--- src/rtl/dcache_pkg.sv ---
// Shared geometry and FSM state encoding for the direct-mapped data cache.
package dcache_pkg;
    localparam int TAG_W     = 3;
    localparam int INDEX_W   = 3;
    localparam int OFFSET_W  = 2;
    localparam int NUM_LINES = 8;
    localparam int BLOCK_W   = 32;
    localparam int BYTE_W    = 8;

    typedef enum logic [1:0] {
        IDLE,
        WRITEBACK,
        FETCH
    } state_t;
endpackage

--- src/rtl/dcache_line_array.sv ---
// Valid/dirty/tag/data storage with a byte-select read port, a byte store port
// and a full-block refill port.
module dcache_line_array
    import dcache_pkg::*;
(
    input  logic                CLK,
    input  logic                RESET,
    input  logic [INDEX_W-1:0]  rd_index,
    input  logic [OFFSET_W-1:0] rd_offset,
    input  logic                byte_we,
    input  logic [BYTE_W-1:0]   byte_wdata,
    input  logic                refill_we,
    input  logic [INDEX_W-1:0]  refill_index,
    input  logic [TAG_W-1:0]    refill_tag,
    input  logic [BLOCK_W-1:0]  refill_data,
    output logic                line_valid,
    output logic                line_dirty,
    output logic [TAG_W-1:0]    line_tag,
    output logic [BLOCK_W-1:0]  line_data,
    output logic [BYTE_W-1:0]   rd_byte
);
    logic [NUM_LINES-1:0] valid_vec;
    logic [NUM_LINES-1:0] dirty_vec;
    logic [TAG_W-1:0]     tag_mem  [NUM_LINES];
    logic [BLOCK_W-1:0]   data_mem [NUM_LINES];

    // Only the status bits are reset; tags and data are qualified by valid.
    generate
        for (genvar gi = 0; gi < NUM_LINES; gi++) begin : g_line
            logic valid_bit_reg;
            logic dirty_bit_reg;

            always_ff @(posedge CLK or posedge RESET) begin
                if (RESET) begin
                    valid_bit_reg <= 1'b0;
                    dirty_bit_reg <= 1'b0;
                end else if (refill_we && refill_index == INDEX_W'(gi)) begin
                    valid_bit_reg <= 1'b1;
                    dirty_bit_reg <= 1'b0;
                end else if (byte_we && rd_index == INDEX_W'(gi)) begin
                    dirty_bit_reg <= 1'b1;
                end
            end

            assign valid_vec[gi] = valid_bit_reg;
            assign dirty_vec[gi] = dirty_bit_reg;
        end
    endgenerate

    always_ff @(posedge CLK) begin
        if (refill_we) begin
            tag_mem[refill_index]  <= refill_tag;
            data_mem[refill_index] <= refill_data;
        end else if (byte_we) begin
            data_mem[rd_index][{rd_offset, 3'b000} +: BYTE_W] <= byte_wdata;
        end
    end

    assign line_valid = valid_vec[rd_index];
    assign line_dirty = dirty_vec[rd_index];
    assign line_tag   = tag_mem[rd_index];
    assign line_data  = data_mem[rd_index];
    assign rd_byte    = line_data[{rd_offset, 3'b000} +: BYTE_W];
endmodule

--- src/rtl/data_cache.sv ---
// Direct-mapped write-back, write-allocate data cache: zero-stall hits, and
// misses that write back a dirty victim before refilling from main memory.
module data_cache
    import dcache_pkg::*;
(
    input  logic                CLK,
    input  logic                RESET,
    input  logic                READ,
    input  logic                WRITE,
    input  logic [7:0]          ADDRESS,
    input  logic [BYTE_W-1:0]   WRITEDATA,
    output logic [BYTE_W-1:0]   READDATA,
    output logic                BUSYWAIT,
    output logic                MEM_READ,
    output logic                MEM_WRITE,
    output logic [5:0]          MEM_ADDRESS,
    output logic [BLOCK_W-1:0]  MEM_WRITEDATA,
    input  logic [BLOCK_W-1:0]  MEM_READDATA,
    input  logic                MEM_BUSYWAIT
);
    state_t               state_reg;
    logic                 mem_read_reg;
    logic                 mem_write_reg;
    logic [5:0]           mem_address_reg;
    logic [BLOCK_W-1:0]   mem_writedata_reg;
    logic [5:0]           miss_block_reg;

    logic [TAG_W-1:0]     addr_tag;
    logic [INDEX_W-1:0]   addr_index;
    logic [OFFSET_W-1:0]  addr_offset;
    logic                 line_valid;
    logic                 line_dirty;
    logic [TAG_W-1:0]     line_tag;
    logic [BLOCK_W-1:0]   line_data;
    logic [BYTE_W-1:0]    rd_byte;
    logic                 hit;
    logic                 idle_hit;
    logic                 req;
    logic                 refill_we;

    assign addr_tag    = ADDRESS[7:5];
    assign addr_index  = ADDRESS[4:2];
    assign addr_offset = ADDRESS[1:0];

    assign hit       = line_valid && (line_tag == addr_tag);
    assign idle_hit  = (state_reg == IDLE) && hit;
    assign req       = READ || WRITE;
    assign refill_we = (state_reg == FETCH) && !MEM_BUSYWAIT;

    assign BUSYWAIT = req && !idle_hit && !RESET;
    assign READDATA = (READ && idle_hit) ? rd_byte : 8'h00;

    // Refill targets the block latched at miss detection, so a request dropped
    // mid-miss still installs the block that was actually fetched.
    dcache_line_array u_lines (
        .CLK          (CLK),
        .RESET        (RESET),
        .rd_index     (addr_index),
        .rd_offset    (addr_offset),
        .byte_we      (WRITE && idle_hit),
        .byte_wdata   (WRITEDATA),
        .refill_we    (refill_we),
        .refill_index (miss_block_reg[INDEX_W-1:0]),
        .refill_tag   (miss_block_reg[5:INDEX_W]),
        .refill_data  (MEM_READDATA),
        .line_valid   (line_valid),
        .line_dirty   (line_dirty),
        .line_tag     (line_tag),
        .line_data    (line_data),
        .rd_byte      (rd_byte)
    );

    always_ff @(posedge CLK or posedge RESET) begin
        if (RESET) begin
            state_reg         <= IDLE;
            mem_read_reg      <= 1'b0;
            mem_write_reg     <= 1'b0;
            mem_address_reg   <= '0;
            mem_writedata_reg <= '0;
            miss_block_reg    <= '0;
        end else begin
            case (state_reg)
                IDLE: begin
                    if (req && !hit) begin
                        miss_block_reg <= ADDRESS[7:2];
                        if (line_valid && line_dirty) begin
                            state_reg         <= WRITEBACK;
                            mem_write_reg     <= 1'b1;
                            mem_address_reg   <= {line_tag, addr_index};
                            mem_writedata_reg <= line_data;
                        end else begin
                            state_reg       <= FETCH;
                            mem_read_reg    <= 1'b1;
                            mem_address_reg <= ADDRESS[7:2];
                        end
                    end
                end
                WRITEBACK: begin
                    if (!MEM_BUSYWAIT) begin
                        state_reg         <= FETCH;
                        mem_write_reg     <= 1'b0;
                        mem_writedata_reg <= '0;
                        mem_read_reg      <= 1'b1;
                        mem_address_reg   <= miss_block_reg;
                    end
                end
                FETCH: begin
                    if (!MEM_BUSYWAIT) begin
                        state_reg       <= IDLE;
                        mem_read_reg    <= 1'b0;
                        mem_address_reg <= '0;
                    end
                end
                default: state_reg <= IDLE;
            endcase
        end
    end

    assign MEM_READ      = mem_read_reg;
    assign MEM_WRITE     = mem_write_reg;
    assign MEM_ADDRESS   = mem_address_reg;
    assign MEM_WRITEDATA = mem_writedata_reg;
endmodule

--- config.mk ---
export PLATFORM = sky130hd
export DESIGN_NAME = data_cache
export DESIGN_NICKNAME = d
export VERILOG_FILES = /design/src/rtl/dcache_pkg.sv /design/src/rtl/dcache_line_array.sv /design/src/rtl/data_cache.sv
export SDC_FILE = /design/constraint.sdc
export NUM_CORES = 1
export LEC_CHECK = 0
export ABC_AREA = 1
export CORE_ASPECT_RATIO = 1.75
export CORE_UTILIZATION = 35
export CTS_BUF_LIST = sky130_fd_sc_hd__clkbuf_16
export DETAILED_ROUTE_END_ITERATION = 6
export PLACE_DENSITY = 0.54
export SLEW_MARGIN = 20
export SYNTH_ARGS = -nofsm -noshare
export SYNTH_HDL_FRONTEND = slang
export SYNTH_SLANG_ARGS = --single-unit
--- constraint.sdc ---
create_clock -name CLK -period 5.9 [get_ports CLK]
set_input_delay 1.18 -clock CLK [delete_from_list [all_inputs] [get_ports CLK]]
set_output_delay 1.18 -clock CLK [all_outputs]
set_load 0.01 [all_outputs]
## After elaboration in Yosys (flattened, before gate mapping)

Memories as Yosys holds them, arrays and structs flattened.
Cells that the tools add are included.
W data, S select, Z words.

| word-level totals | value |
|---|---|
| register bits | 64 |
| memory bits (writable) | 280 |
| word-level logic and storage cells | 151 |
| memories kept | 2 |

| cells by class | value |
|---|---|
| add/subtract/negate cells | 1 |
| $lt $le $gt $ge | 1 |
| equality and inequality tests | 22 |
| shifts and indexed selects | 3 |
| multiplexer cells | 51 |
| reduce and logical (&&, ||, !) cells | 49 |

Memories:

| name | words | bits a word | rd ports | clocked after memory_dff | wr ports | line | source |
|---|---|---|---|---|---|---|---|
| u_lines.data_mem | 8 | 32 | 1 | 0 | 1 | dcache_line_array.sv:25 | `logic [BLOCK_W-1:0] data_mem [NUM_LINES];` |
| u_lines.tag_mem | 8 | 3 | 1 | 0 | 1 | dcache_line_array.sv:24 | `logic [TAG_W-1:0] tag_mem [NUM_LINES];` |

Operators with widths:

| cell | count |
|---|---|
| $mux W32 | 6 |
| $pmux W32 S2 | 1 |
| $reduce_or A32 Y1 | 1 |
| $shift A8 B7 Y32 const A | 1 |
| $shiftx A32 B6 Y8 | 1 |
| $shiftx A8 B7 Y32 | 1 |
| $mux W1 | 28 |
| $logic_and A1 B1 Y1 | 25 |
| $eq A3 B3 Y1 const B | 8 |
| $mux W6 | 4 |
| $pmux W6 S3 | 1 |
| $reduce_bool A2 Y1 | 9 |
| $eq A3 B2 Y1 const B | 4 |
| $mux W2 | 4 |
| $mux W8 | 1 |
| $reduce_and A4 Y1 | 2 |
| $neg A5 Y7 | 1 |
| $bmux W1 S3 | 2 |
| $eq A3 B1 Y1 const B | 2 |
| $logic_not A3 Y1 | 2 |
| $ne A2 B2 Y1 const B | 3 |
| $pmux W2 S3 | 1 |
| $reduce_and A5 Y1 | 1 |
| $logic_not A1 Y1 | 4 |
| 13 further kinds | 14 |

## Logic depth before layout (Yosys ltp)

Gate-level depths: netlist (run 1).

| depth | value |
|---|---|
| depth in word-level cells | 10 |
| mapped depth | 19 |

## Cells and area by module

A second synthesis (run 1) with hierarchy kept.

| second synthesis, totals | value |
|---|---|
| cells, all modules | 1600 |
| area total of the unflattened synthesis | 15698.8 µm² |

Modules (own cells, without submodules):

| module | times used | cells each | area an instance (µm²) | seq. area each (µm²) |
|---|---|---|---|---|
| dcache_line_array | 1 | 1315 | 13211.4 | 8808.4 |
| data_cache | 1 | 285 | 2487.4 | 1201.2 |

## Worst setup path after synthesis (run 1)

No wires, ideal clock.

| path | value |
|---|---|
| path kind | input-to-output |
| from | input port RESET |
| to | output port BUSYWAIT |
| arrival time | 2.827 ns |
| slack | 1.893 ns |
| stages on the path | 3 |
| cell sequence | inv_1 nand3_1 inv_1 |

| on the way | value |
|---|---|
| cells in the longest elaborated chain, start to end | 2 |

RTL lines:

| what | line | source |
|---|---|---|
| start, declared | data_cache.sv:7 | `input logic RESET,` |
| $logic_not A1 Y1 (no line) | - |  |
| $logic_and A1 B1 Y1 | data_cache.sv:50 | `assign BUSYWAIT = req && !idle_hit && !RESET;` |
| end, declared | data_cache.sv:13 | `output logic BUSYWAIT,` |

Every way passes these cells.

## Worst setup path after layout (run 1)

| path | value |
|---|---|
| from | input port ADDRESS[3] |
| to | output port READDATA[3] |

| on the way | value |
|---|---|
| cells in the longest elaborated chain, start to end | 6 |
| elaborated cells between the ends (all ways) | 10 |
| classes of those cells | 1 x eq/ne; 1 x shift; 3 x mux; 3 x reduce/logical; 2 x memory |

RTL lines:

| what | line | source |
|---|---|---|
| start, declared | data_cache.sv:10 | `input logic [7:0] ADDRESS,` |
| parallel branches: the longest is 5 deep, another holds $mem_v2 Z8 W32 | - |  |
| $mux W8 (*) | data_cache.sv:51 | `assign READDATA = (READ && idle_hit) ? rd_byte : 8'h00;` |
| end, declared | data_cache.sv:12 | `output logic [BYTE_W-1:0] READDATA,` |

Mark *: on every way between the ends. The select of a mux whose other input is x is not followed.

==> results.json, run 1 <==
{
  "syn_nets": 1259,
  "start_util": 0.357,
  "end_kind": "output port",
  "outcome": "finished clean",
  "crit_type": "primary input to output port",
  "cts_sinks": 344,
  "syn-instance-count": 1198,
  "post_cts.resized_instances": 0,
  "worstPathCellList": "clkdlybuf4s50_1, inv_2, nand2_1, inv_2, buf_12, a22oi_1, nand3_1, nand2_1, nand2_1, nand3_1, a21oi_1, clkdlybuf4s50_1",
  "place_ws_ns": 0.318,
  "gp_congestion": 0.898,
  "final_nets": 1378,
  "yosysWarnings": 0,
  "yosys.cell_count.top_type": "edfxtp_1",
  "via_count": 9897,
  "placed_area_sq_um": 16200,
  "fp-row-count": 97,
  "p_leak_nw": 6.26,
  "final_cells": 1886,
  "grt_pass1_wl_um": 63400,
  "synth.top_cell.area_share": 0.587,
  "dr.max_layer_used": "met4",
  "cts_buffer_depth": 3,
  "synth.area.top_cells": "edfxtp_1, dfrtp_1, nand2_1",
  "grt_pass1_vias": 10100,
  "port_buffers": 101,
  "cts-root-buf": "clkbuf_16",
  "period_minus_slack_ns": 5.65,
  "total_power_w": 0.00670,
  "synth_area_sq_um": 14300,
  "regArea_sq_um": 10000,
  "cap_violations": 0,
  "final_max_slew_viol_count": 0,
  "cts-buffers-inserted": 31,
  "worst_slack_ns": 0.249,
  "post-place-cells": 1828,
  "critPathSlowestCell": "clkdlybuf4s50_1",
  "finalSetupTns_ns": 0,
  "cp_common_cell": "nand2_1",
  "rsz0062_at_grt": "no",
  "start_kind": "primary input",
  "max_freq_mhz": 177,
  "final_hold_viol_count": 0,
  "reg2reg_setup_slack_ns": 2.34,
  "drive_gt1_frac": 0.101,
  "synth.avg_cell_area_sq_um": 12.0,
  "vias_per_cell": 5.25,
  "p_per_area_nw_per_um2": 391,
  "path_clk_slew_ns": 0.07,
  "die_area_sq_um": 41800,
  "grt_overflow_total": 0,
  "synth.largest_area_cell": "edfxtp_1",
  "wl_met1_um": 16800,
  "die_x_um": 155,
  "vdd_drop_max_v": 0.000216,
  "grt_max_degree": 67,
  "crit_fanout": 66,
  "ant_nets": 0,
  "regMostFlops": "u_lines.data_mem",
  "area_delta_synth_final_pct": 19.7,
  "ys_top_cells_by_count": "edfxtp_1, nand2_1, a22oi_1, nand3_1, nor2_1",
  "grt_util_all_layers": 0.205,
  "setup_viol": 0,
  "first_pass_iters": 7,
  "cts_max_level": 1,
  "cts_tree": "done",
  "largest_reg_flops": 256,
  "cp_top_family": "buffers and inverters",
  "postCtsHoldBufs": 0,
  "slowest_delay_ns": 0.71,
  "fillers": 3783,
  "multiInputGateArea_sq_um": 3810,
  "wl_per_cell_um": 22.3,
  "clk_latency_ns": 0.57,
  "async_reset_ff_frac": 0.186,
  "wl_met3_um": 2180,
  "drt_first_iter_violations": 732,
  "final.setup_skew_ns": 0.0204,
  "wirelength_um": 42100,
  "fin_crit_sh": 0.958,
  "drc": 0,
  "synth_edf_count": 280,
  "hpwlAfterDp_um": 28600,
  "synth_seq_area_share": 0.699,
  "die_h_um": 270,
  "worstPathArrival_ns": 4.47,
  "core_sq_um": 40200,
  "tightest_slew_ns": 0.929,
  "ys_ff_latch": 344,
  "stdcell_area_sq_um": 17200,
  "yosysUniqueCellTypes": 33,
  "synth_ff_type": "edfxtp_1",
  "timing.critical_path.buf_inv": 5,
  "wl_met2_um": 21600,
  "cts_setup_buffers": 0,
  "antenna_found_initial": 0,
  "hold_path.class": "flop to flop",
  "slew_headroom": 0.381,
  "design.portCount": 102,
  "required_ns": 4.72
}
[stage by stage]
step / hold slack [ns] / utilization
2_1_floorplan: 0.428 / -
3_3_place_gp: 0.443 / 0.402
3_5_place_dp: 0.449 / 0.402
4_1_cts: 0.468 / 0.427
5_1_grt: 0.488 / 0.427
6_report: 0.467 / 0.427
[power breakdown]
group	internal [W]	total [W]	leakage, nW	switching [W]
logic	0.000570	0.00157	2.47	0.00100
clock network	0.00110	0.00197	0.497	0.000879
registers	0.00299	0.00316	3.30	0.000166
[cells by family (layout without fill, tap and decap cells)]
logic type / Yosys count / after routing / share of synthesized area
AO/OA/AOI/OAI: 220 / 220 / 0.100
adder cells (fa/ha/maj): 8 / 8 / 0.00699
buffers and inverters: 120 / 263 / 0.0355
flip-flops: 344 / 344 / 0.699
multiplexers: 5 / 5 / 0.00393
other: 0 / 1 / 0
AND/OR/NAND/NOR: 501 / 501 / 0.155
[worst paths after layout]
path | startpoint | endpoint | cells past startpoint
min in group asynchronous | RESET | MEM_ADDRESS[4]$_DFFE_PP0P_ | 3
hold / removal | u_lines.g_line[4].valid_bit_reg$_DFFE_PP0P_ | u_lines.g_line[4].valid_bit_reg$_DFFE_PP0P_ | 2
setup / recovery | ADDRESS[3] | READDATA[3] | 12
setup reg to reg | u_lines.tag_mem[7][1]$_DFFE_PP_ | u_lines.data_mem[4][10]$_DFFE_PP_ | 14
max in group asynchronous | RESET | MEM_WRITEDATA[13]$_DFFE_PP0P_ | 3
hold reg to reg | u_lines.g_line[4].valid_bit_reg$_DFFE_PP0P_ | u_lines.g_line[4].valid_bit_reg$_DFFE_PP0P_ | 2
[cell usage in the layout (no fill, tap or decap), types with 4 or more instances in the layout]
cell	count
edfxtp_1	280
nand2_1	247
nand3_1	115
a22oi_1	115
clkdlybuf4s50_1	100
nor2_1	80
dfrtp_1	64
o21ai_0	52
inv_1	49
buf_4	46
a21oi_1	40
clkbuf_16	33
nand4_1	31
nand2_2	10
clkinv_1	10
nand3_2	9
ha_1	8
o22ai_1	7
inv_2	6
mux2_2	5
clkinv_2	5
buf_12	5
clkinvlp_4	4
[final cells by class]
| type | instances | area share |
|---|---|---|
| Clock inverter | 24 | 0.00985 |
| Sequential cell | 344 | 0.583 |
| Antenna cell | 1 | 0.000146 |
| Timing Repair Buffer | 152 | 0.0846 |
| Tap cell | 544 | 0.0397 |
| Inverter | 54 | 0.0121 |
| Multi-Input combinational cell | 734 | 0.222 |
| Clock buffer | 33 | 0.0481 |
[worst reg2reg max path, stage by stage (launching register included)]
cell	delay, ns
edfxtp_1	0.37
nand2_1	0.08
nand2_1	0.07
nand2_1	0.07
nand3_1	0.13
nand3_1	0.10
nand2_1	0.07
nor2_2	0.16
nand3_2	0.12
nor2_4	0.38
o211ai_4	0.36
nand2_4	0.23
buf_4	0.45
nor2_1	0.15
a21oi_1	0.53
[metal layers]
metal,track usage,up-vias
met1,0.248,4879
met3,0.0252,78
li1,-,4581
met4,0.0847,0
met2,0.366,359
met5,0,-
Power figures use the tool's default switching activity.
==> run 2, diff against run 1 <==
--- a/config.mk
+++ b/config.mk
@@ -15,3 +15,4 @@
 export SYNTH_ARGS = -nofsm -noshare
 export SYNTH_HDL_FRONTEND = slang
 export SYNTH_SLANG_ARGS = --single-unit
+export TNS_END_PERCENT = 5
==> results of run 2 <==
Final layout, timing and power as in run 1 (identical DEF).
==> run 3, diff against run 2 <==
--- a/config.mk
+++ b/config.mk
@@ -9,6 +9,7 @@
 export CORE_ASPECT_RATIO = 1.75
 export CORE_UTILIZATION = 35
 export CTS_BUF_LIST = sky130_fd_sc_hd__clkbuf_16
+export CTS_CLUSTER_SIZE = 28
 export DETAILED_ROUTE_END_ITERATION = 6
 export PLACE_DENSITY = 0.54
 export SLEW_MARGIN = 20
==> results of run 3 <==
Final layout, timing and power as in run 1 (identical DEF).
